### src/rtl/detector_ctrl_pkg.sv
// rtl/detector_ctrl_pkg.sv - shared types and sizing helpers for the spike-detector sequencer
package detector_ctrl_pkg;

    typedef enum logic [1:0] {
        IDLE,
        LOAD,
        SETTLE,
        RUN
    } state_t;

    localparam int THR_W_DEF      = 12;
    localparam int SETTLE_CYC_DEF = 16;
    localparam int REFRAC_CYC_DEF = 8;
    localparam int CNT_W_DEF      = 16;

    // Bits needed for a down/up counter whose largest value is max_val.
    function automatic int cnt_w(input int max_val);
        return (max_val < 2) ? 1 : $clog2(max_val + 1);
    endfunction

    localparam int BIT_IDX_W_DEF = cnt_w(THR_W_DEF - 1);
    localparam int SETTLE_W_DEF  = cnt_w(SETTLE_CYC_DEF - 1);
    localparam int REFRAC_W_DEF  = cnt_w(REFRAC_CYC_DEF);

endpackage

### src/rtl/detector_ctrl_cfg_shifter.sv
// rtl/detector_ctrl_cfg_shifter.sv - parallel-load, MSB-first serialiser for the detector threshold
module detector_ctrl_cfg_shifter
    import detector_ctrl_pkg::*;
#(
    parameter int THR_W = THR_W_DEF
) (
    input  logic             clk,
    input  logic             rst,
    input  logic             start,
    input  logic [THR_W-1:0] word,
    output logic             enable,
    output logic             din,
    output logic             done
);

    localparam int IW = cnt_w(THR_W - 1);

    logic [THR_W-1:0] sreg;
    logic [IW-1:0]    idx;
    logic             busy;

    always_ff @(posedge clk or negedge rst) begin
        if (!rst) begin
            sreg   <= '0;
            idx    <= '0;
            busy   <= 1'b0;
            enable <= 1'b0;
            din    <= 1'b0;
        end else if (start) begin
            sreg   <= word;
            idx    <= IW'(THR_W - 1);
            busy   <= 1'b1;
            enable <= 1'b0;
            din    <= 1'b0;
        end else if (busy) begin
            enable <= 1'b1;
            din    <= sreg[idx];
            busy   <= (idx != '0);
            if (idx != '0) begin
                idx <= idx - IW'(1);
            end
        end else begin
            enable <= 1'b0;
            din    <= 1'b0;
        end
    end

    // High during the cycle the last bit is on the wire.
    assign done = enable & ~busy;

endmodule

### src/rtl/detector_ctrl.sv
// rtl/detector_ctrl.sv - threshold load, settle blanking and refractory spike gating for the detector chain
module detector_ctrl
    import detector_ctrl_pkg::*;
#(
    parameter int THR_W      = THR_W_DEF,
    parameter int SETTLE_CYC = SETTLE_CYC_DEF,
    parameter int REFRAC_CYC = REFRAC_CYC_DEF,
    parameter int CNT_W      = CNT_W_DEF
) (
    input  logic             clk,
    input  logic             rst,
    input  logic             cfg_valid,
    input  logic [THR_W-1:0] cfg_thr,
    output logic             cfg_ready,
    output logic             enable,
    output logic             din,
    input  logic             spike_in,
    output logic             spike_out,
    output logic             armed,
    output logic [CNT_W-1:0] spike_cnt
);

    localparam int SW = cnt_w(SETTLE_CYC - 1);
    localparam int RW = cnt_w(REFRAC_CYC);

    state_t           state, state_d;
    logic [SW-1:0]    settle_cnt, settle_cnt_d;
    logic [RW-1:0]    refrac_cnt, refrac_cnt_d;
    logic [CNT_W-1:0] spike_cnt_d;
    logic             cfg_ready_d, armed_d, spike_out_d;
    logic             accept, start, done;

    assign accept = cfg_valid & cfg_ready;

    detector_ctrl_cfg_shifter #(.THR_W(THR_W)) u_shifter (
        .clk    (clk),
        .rst    (rst),
        .start  (start),
        .word   (cfg_thr),
        .enable (enable),
        .din    (din),
        .done   (done)
    );

    always_ff @(posedge clk or negedge rst) begin
        if (!rst) begin
            state      <= IDLE;
            settle_cnt <= '0;
            refrac_cnt <= '0;
            spike_cnt  <= '0;
            cfg_ready  <= 1'b1;
            armed      <= 1'b0;
            spike_out  <= 1'b0;
        end else begin
            state      <= state_d;
            settle_cnt <= settle_cnt_d;
            refrac_cnt <= refrac_cnt_d;
            spike_cnt  <= spike_cnt_d;
            cfg_ready  <= cfg_ready_d;
            armed      <= armed_d;
            spike_out  <= spike_out_d;
        end
    end

    always_comb begin
        state_d      = state;
        settle_cnt_d = settle_cnt;
        refrac_cnt_d = refrac_cnt;
        spike_cnt_d  = spike_cnt;
        cfg_ready_d  = cfg_ready;
        armed_d      = armed;
        spike_out_d  = 1'b0;
        start        = 1'b0;
        case (state)
            IDLE: begin
                if (accept) begin
                    start       = 1'b1;
                    state_d     = LOAD;
                    cfg_ready_d = 1'b0;
                end
            end
            LOAD: begin
                if (done) begin
                    state_d      = SETTLE;
                    settle_cnt_d = '0;
                    spike_cnt_d  = '0;
                end
            end
            SETTLE: begin
                if (settle_cnt == SW'(SETTLE_CYC - 1)) begin
                    state_d     = RUN;
                    armed_d     = 1'b1;
                    cfg_ready_d = 1'b1;
                end else begin
                    settle_cnt_d = settle_cnt + SW'(1);
                end
            end
            RUN: begin
                // A reconfiguration accept takes priority over a coincident spike.
                if (accept) begin
                    start        = 1'b1;
                    state_d      = LOAD;
                    cfg_ready_d  = 1'b0;
                    armed_d      = 1'b0;
                    refrac_cnt_d = '0;
                end else if (refrac_cnt != '0) begin
                    refrac_cnt_d = refrac_cnt - RW'(1);
                end else if (spike_in) begin
                    spike_out_d  = 1'b1;
                    refrac_cnt_d = RW'(REFRAC_CYC);
                    if (spike_cnt != {CNT_W{1'b1}}) begin
                        spike_cnt_d = spike_cnt + CNT_W'(1);
                    end
                end
            end
            default: begin
                state_d = IDLE;
            end
        endcase
    end

endmodule
### config.mk
export PLATFORM = sky130hd
export DESIGN_NAME = detector_ctrl
export DESIGN_NICKNAME = d
export VERILOG_FILES = /design/src/rtl/detector_ctrl_pkg.sv /design/src/rtl/detector_ctrl_cfg_shifter.sv /design/src/rtl/detector_ctrl.sv
export SDC_FILE = /design/constraint.sdc
export NUM_CORES = 1
export LEC_CHECK = 0
export ABC_AREA = 1
export ABC_CLOCK_PERIOD_IN_PS = 2400
export BUFFER_PORTS_ARGS = -buffer_cell sky130_fd_sc_hd__buf_2
export CORE_MARGIN = 4
export CORE_UTILIZATION = 40
export CTS_BUF_LIST = sky130_fd_sc_hd__clkbuf_16
export DETAILED_ROUTE_END_ITERATION = 10
export PLACE_DENSITY = 0.6
export SLEW_MARGIN = 15
export SYNTH_ARGS = -nofsm -noshare
export SYNTH_HDL_FRONTEND = slang
export SYNTH_HIERARCHICAL = 1
export SYNTH_SLANG_ARGS = --single-unit
### constraint.sdc
create_clock -name clk -period 2.4 [get_ports clk]
set_clock_uncertainty 0.05 [all_clocks]
set_input_delay 0.12 -clock clk [delete_from_list [all_inputs] [get_ports clk]]
set_output_delay 0.12 -clock clk [all_outputs]
set_load 0.02 [all_outputs]
==> results.py <==
metrics = {
    "grt": {
        "grt_usage_pct": 15.2,
        "grt_pass1_wl_um": 10500,
        "grt_pass1_vias": 2314,
        "overflow": 0,
        "grt_max_degree": 49,
        "antenna_found_initial": 0,
    },
    "yosys": {
        "synth_edf_count": 0,
        "yosys_warnings": 6,
        "synth_top_family_by_area": "simple AND/OR/NAND/NOR gates",
        "synth.area.top_cells": "dfrtp_1 42%, nand2_1 14%, inv_1 6.1%",
        "synth_compound_area_share_pct": 11.3,
        "synthArstFlopShare_pct": 100,
        "synth-main-ff-cell": "dfrtp_1",
        "muxShareOfSynthArea_pct": 0,
        "yosysTopAreaCell": "dfrtp_1",
        "synth_area_per_cell_um2": 7.70,
        "syn_area_um2": 2770,
        "seq_area_frac_synth_pct": 43.4,
        "yosys.area_share.adder_pct": 3.61,
        "synth_seq_cells": 48,
        "syn_inst": 360,
        "synth-xor-area-share_pct": 1.26,
        "synth_nets": 384,
        "synth.distinct_cells": 33,
        "synth_top_cell_area_share_pct": 42.4,
        "yosys.area_share.simple_pct": 30.9,
    },
    "worst_setup_path": {
        "cpPeakStageDelay_ns": 0.43,
        "cp.buffers_inverters": 2,
        "arrival_ns": 2.03,
        "critPathLaunchType": "flop",
        "slowest_stage": "dfrtp_1",
        "crit_family": "simple AND/OR/NAND/NOR gates",
        "required_ns": 2.52,
        "worstPathMaxFanout": 23,
        "criticalPathCategory": "flop to flop",
        "critical_path.cell_chain": "ha_1 > inv_6 > nor2_2 > nor2_2 > nand2_1 > nor2_4 > inv_4 > nand2_1 > o21ai_2",
        "end_kind": "flop",
    },
    "sta": {
        "period_needed_ns": 1.90,
        "slew_viol_final": 0,
        "worst_hold_slack_ns": 0.0932,
        "final-setup-viol-count": 0,
        "worst_slew_pin_slew_ns": 0.633,
        "slew_headroom_pct": 57.8,
        "fmax_mhz": 526,
        "tns_ns": 0,
        "rsz0062_at_grt": "no",
        "hold_viol_final": 0,
        "fin_crit_sh_pct": 79.3,
    },
    "power_and_ir_drop": {
        "p_int_uw": 1220,
        "p_sw_share_pct": 21.5,
        "p_per_area_nw_per_um2": 472,
        "combPwrFrac_pct": 3.4,
        "irDropWorstVdd_uv": 236,
        "pwr-share-clk_pct": 44.3,
        "pwr-share-seq_pct": 52.4,
        "power.switching_uw": 334,
        "cellLeakagePower_uw": 0.00166,
    },
    "final_layout": {
        "area_delta_synth_final_pct": 18.6,
        "drive_gt1_share_pct": 19.4,
        "num-nets-final": 436,
        "diodes": 0,
    },
    "detailed_routing": {
        "post-route-drc-count": 0,
        "finalWirelength_um": 5760,
        "postRouteAntennaNets": 0,
        "vias": 2386,
        "wl_per_cell_um": 11.7,
        "drt_iter0_markers": 143,
        "first_pass_iters": 4,
        "vias_per_cell": 4.84,
    },
    "die": {
        "pin_count": 37,
        "initial_core_util_pct": 41.0,
        "fp.dieW_um": 91.2,
        "core_um2": 6760,
        "die_h_um": 91.2,
        "dieArea_um2": 8320,
        "rows": 30,
    },
    "cts": {
        "clk_latency_ns": 0.29,
        "ctsRootBufferMaster": "clkbuf_16",
        "cts_buffers": 5,
        "clock_sinks": 48,
        "cts_setup_buffers": 0,
        "h-tree-depth": 2,
        "clk_path_buf_depth": 2,
        "tritoncts": "built",
        "path_clk_slew_ns": 0.07,
        "cts_hold_buf": 13,
        "cts_resized": 0,
    },
    "placement": {
        "place_congestion": 0.820,
        "dpl.hpwl_um": 4010,
        "io_buffer_count": 36,
    },
    "run_status": {
        "status": "finished clean",
    },
    "flow_run": {
        "cap_violations": 0,
    },
    "min_path": {
        "holdCritPathClass": "input port to flop",
    },
}
cell families after synthesis:
| logic type | count (synthesis) |
|---|---|
| simple gates | 189 |
| buf+inv | 58 |
| compound gates | 53 |
| flops | 48 |
| fa+ha+maj | 8 |
| xor+xnor | 4 |
cells in the mapped netlist, drive strengths merged (2+ instances only):
cell and count:
buf 6, dfrtp 47, ha 8, inv 50, nand2 110, nand3 37
nand4 5, nor2 31, nor3 2, o21ai 44, o21bai 3, o22ai 2
or2 3, xor2 4
registers in the layout, summed over array words and instances (netlist names):
register	cells
armed	1
cfg_ready	1
refrac_cnt	4
settle_cnt	4
spike_cnt	16
spike_out	1
state	2
u_shifter/busy	1
u_shifter/din	1
u_shifter/enable	1
u_shifter/idx	4
u_shifter/sreg	12
cell usage in the layout, fill, tap and decap left out, types with 3 or more instances in the layout:
cell | synthesis | layout
buf_2 | 2 | 36
buf_4 | 0 | 3
clkbuf_16 | 0 | 5
dfrtp_1 | 47 | 47
dlygate4sd3_1 | 0 | 13
ha_1 | 8 | 8
inv_1 | 45 | 46
nand2_1 | 103 | 103
nand2_2 | 6 | 6
nand3_1 | 32 | 32
nand3_2 | 5 | 5
nand4_1 | 5 | 5
nor2_1 | 26 | 26
nor2_4 | 3 | 3
o21ai_0 | 28 | 28
o21ai_1 | 9 | 9
o21ai_2 | 7 | 7
o21bai_1 | 3 | 3
or2_2 | 3 | 3
xor2_1 | 4 | 4
per-layer routing:
metal | share of wire [%] | up-vias | track usage, %
met5 | 0 | - | 0
met2 | 48 | 33 | 26.1
met3 | 2.9 | 9 | 3.23
met4 | 1.9 | 0 | 5.65
li1 | - | 1251 | -
met1 | 47 | 1093 | 18.6
power by group through the flow:
stage	clock network, uW	logic (uW)	registers, uW
final	686	52.1	811
after global routing	733	61.3	811
after CTS	695	53.4	811
after detailed placement	0	37.4	827
after global placement	0	37.2	827
after floorplan	0	6.28	827
area by class of cell:
| type | count | area, um^2 |
|---|---|---|
| inverter | 51 | 205 |
| multi-input combinational | 254 | 1310 |
| tap | 80 | 100 |
| fill | 673 | 3470 |
| clock buffer | 5 | 125 |
| sequential | 48 | 1200 |
| timing repair buffer | 52 | 333 |
| clock inverter | 3 | 15.0 |
metrics by stage:
stage	instances	utilization (%)	total power, uW	cell area [um^2]	setup WS, ns
after floorplan	360	-	833	2770	0.674
after global placement	472	44.6	864	3020	0.584
after detailed placement	472	44.6	864	3020	0.506
after CTS	493	48.6	1560	3290	0.481
after global routing	493	48.6	1610	3290	0.336
final	493	48.6	1550	3290	0.498
final timing paths:
kind	startpoint	to	slack, ns	cells past startpoint
setup / recovery	state[0]	spike_cnt[10]	0.50	9
hold / removal	spike_in	spike_out	0.09	3
setup reg to reg	state[0]	spike_cnt[10]	0.50	9
hold reg to reg	u_shifter/sreg[8]	u_shifter/sreg[8]	0.42	2
max in group asynchronous	rst	refrac_cnt[2]	1.45	3
min in group asynchronous	rst	spike_cnt[10]	0.39	3
worst min-delay path, stage by stage:
cell and delay [ns]:
buf_2 0.11, nand3_1 0.10, nor3_1 0.06
(Power assumes the default switching activity.)
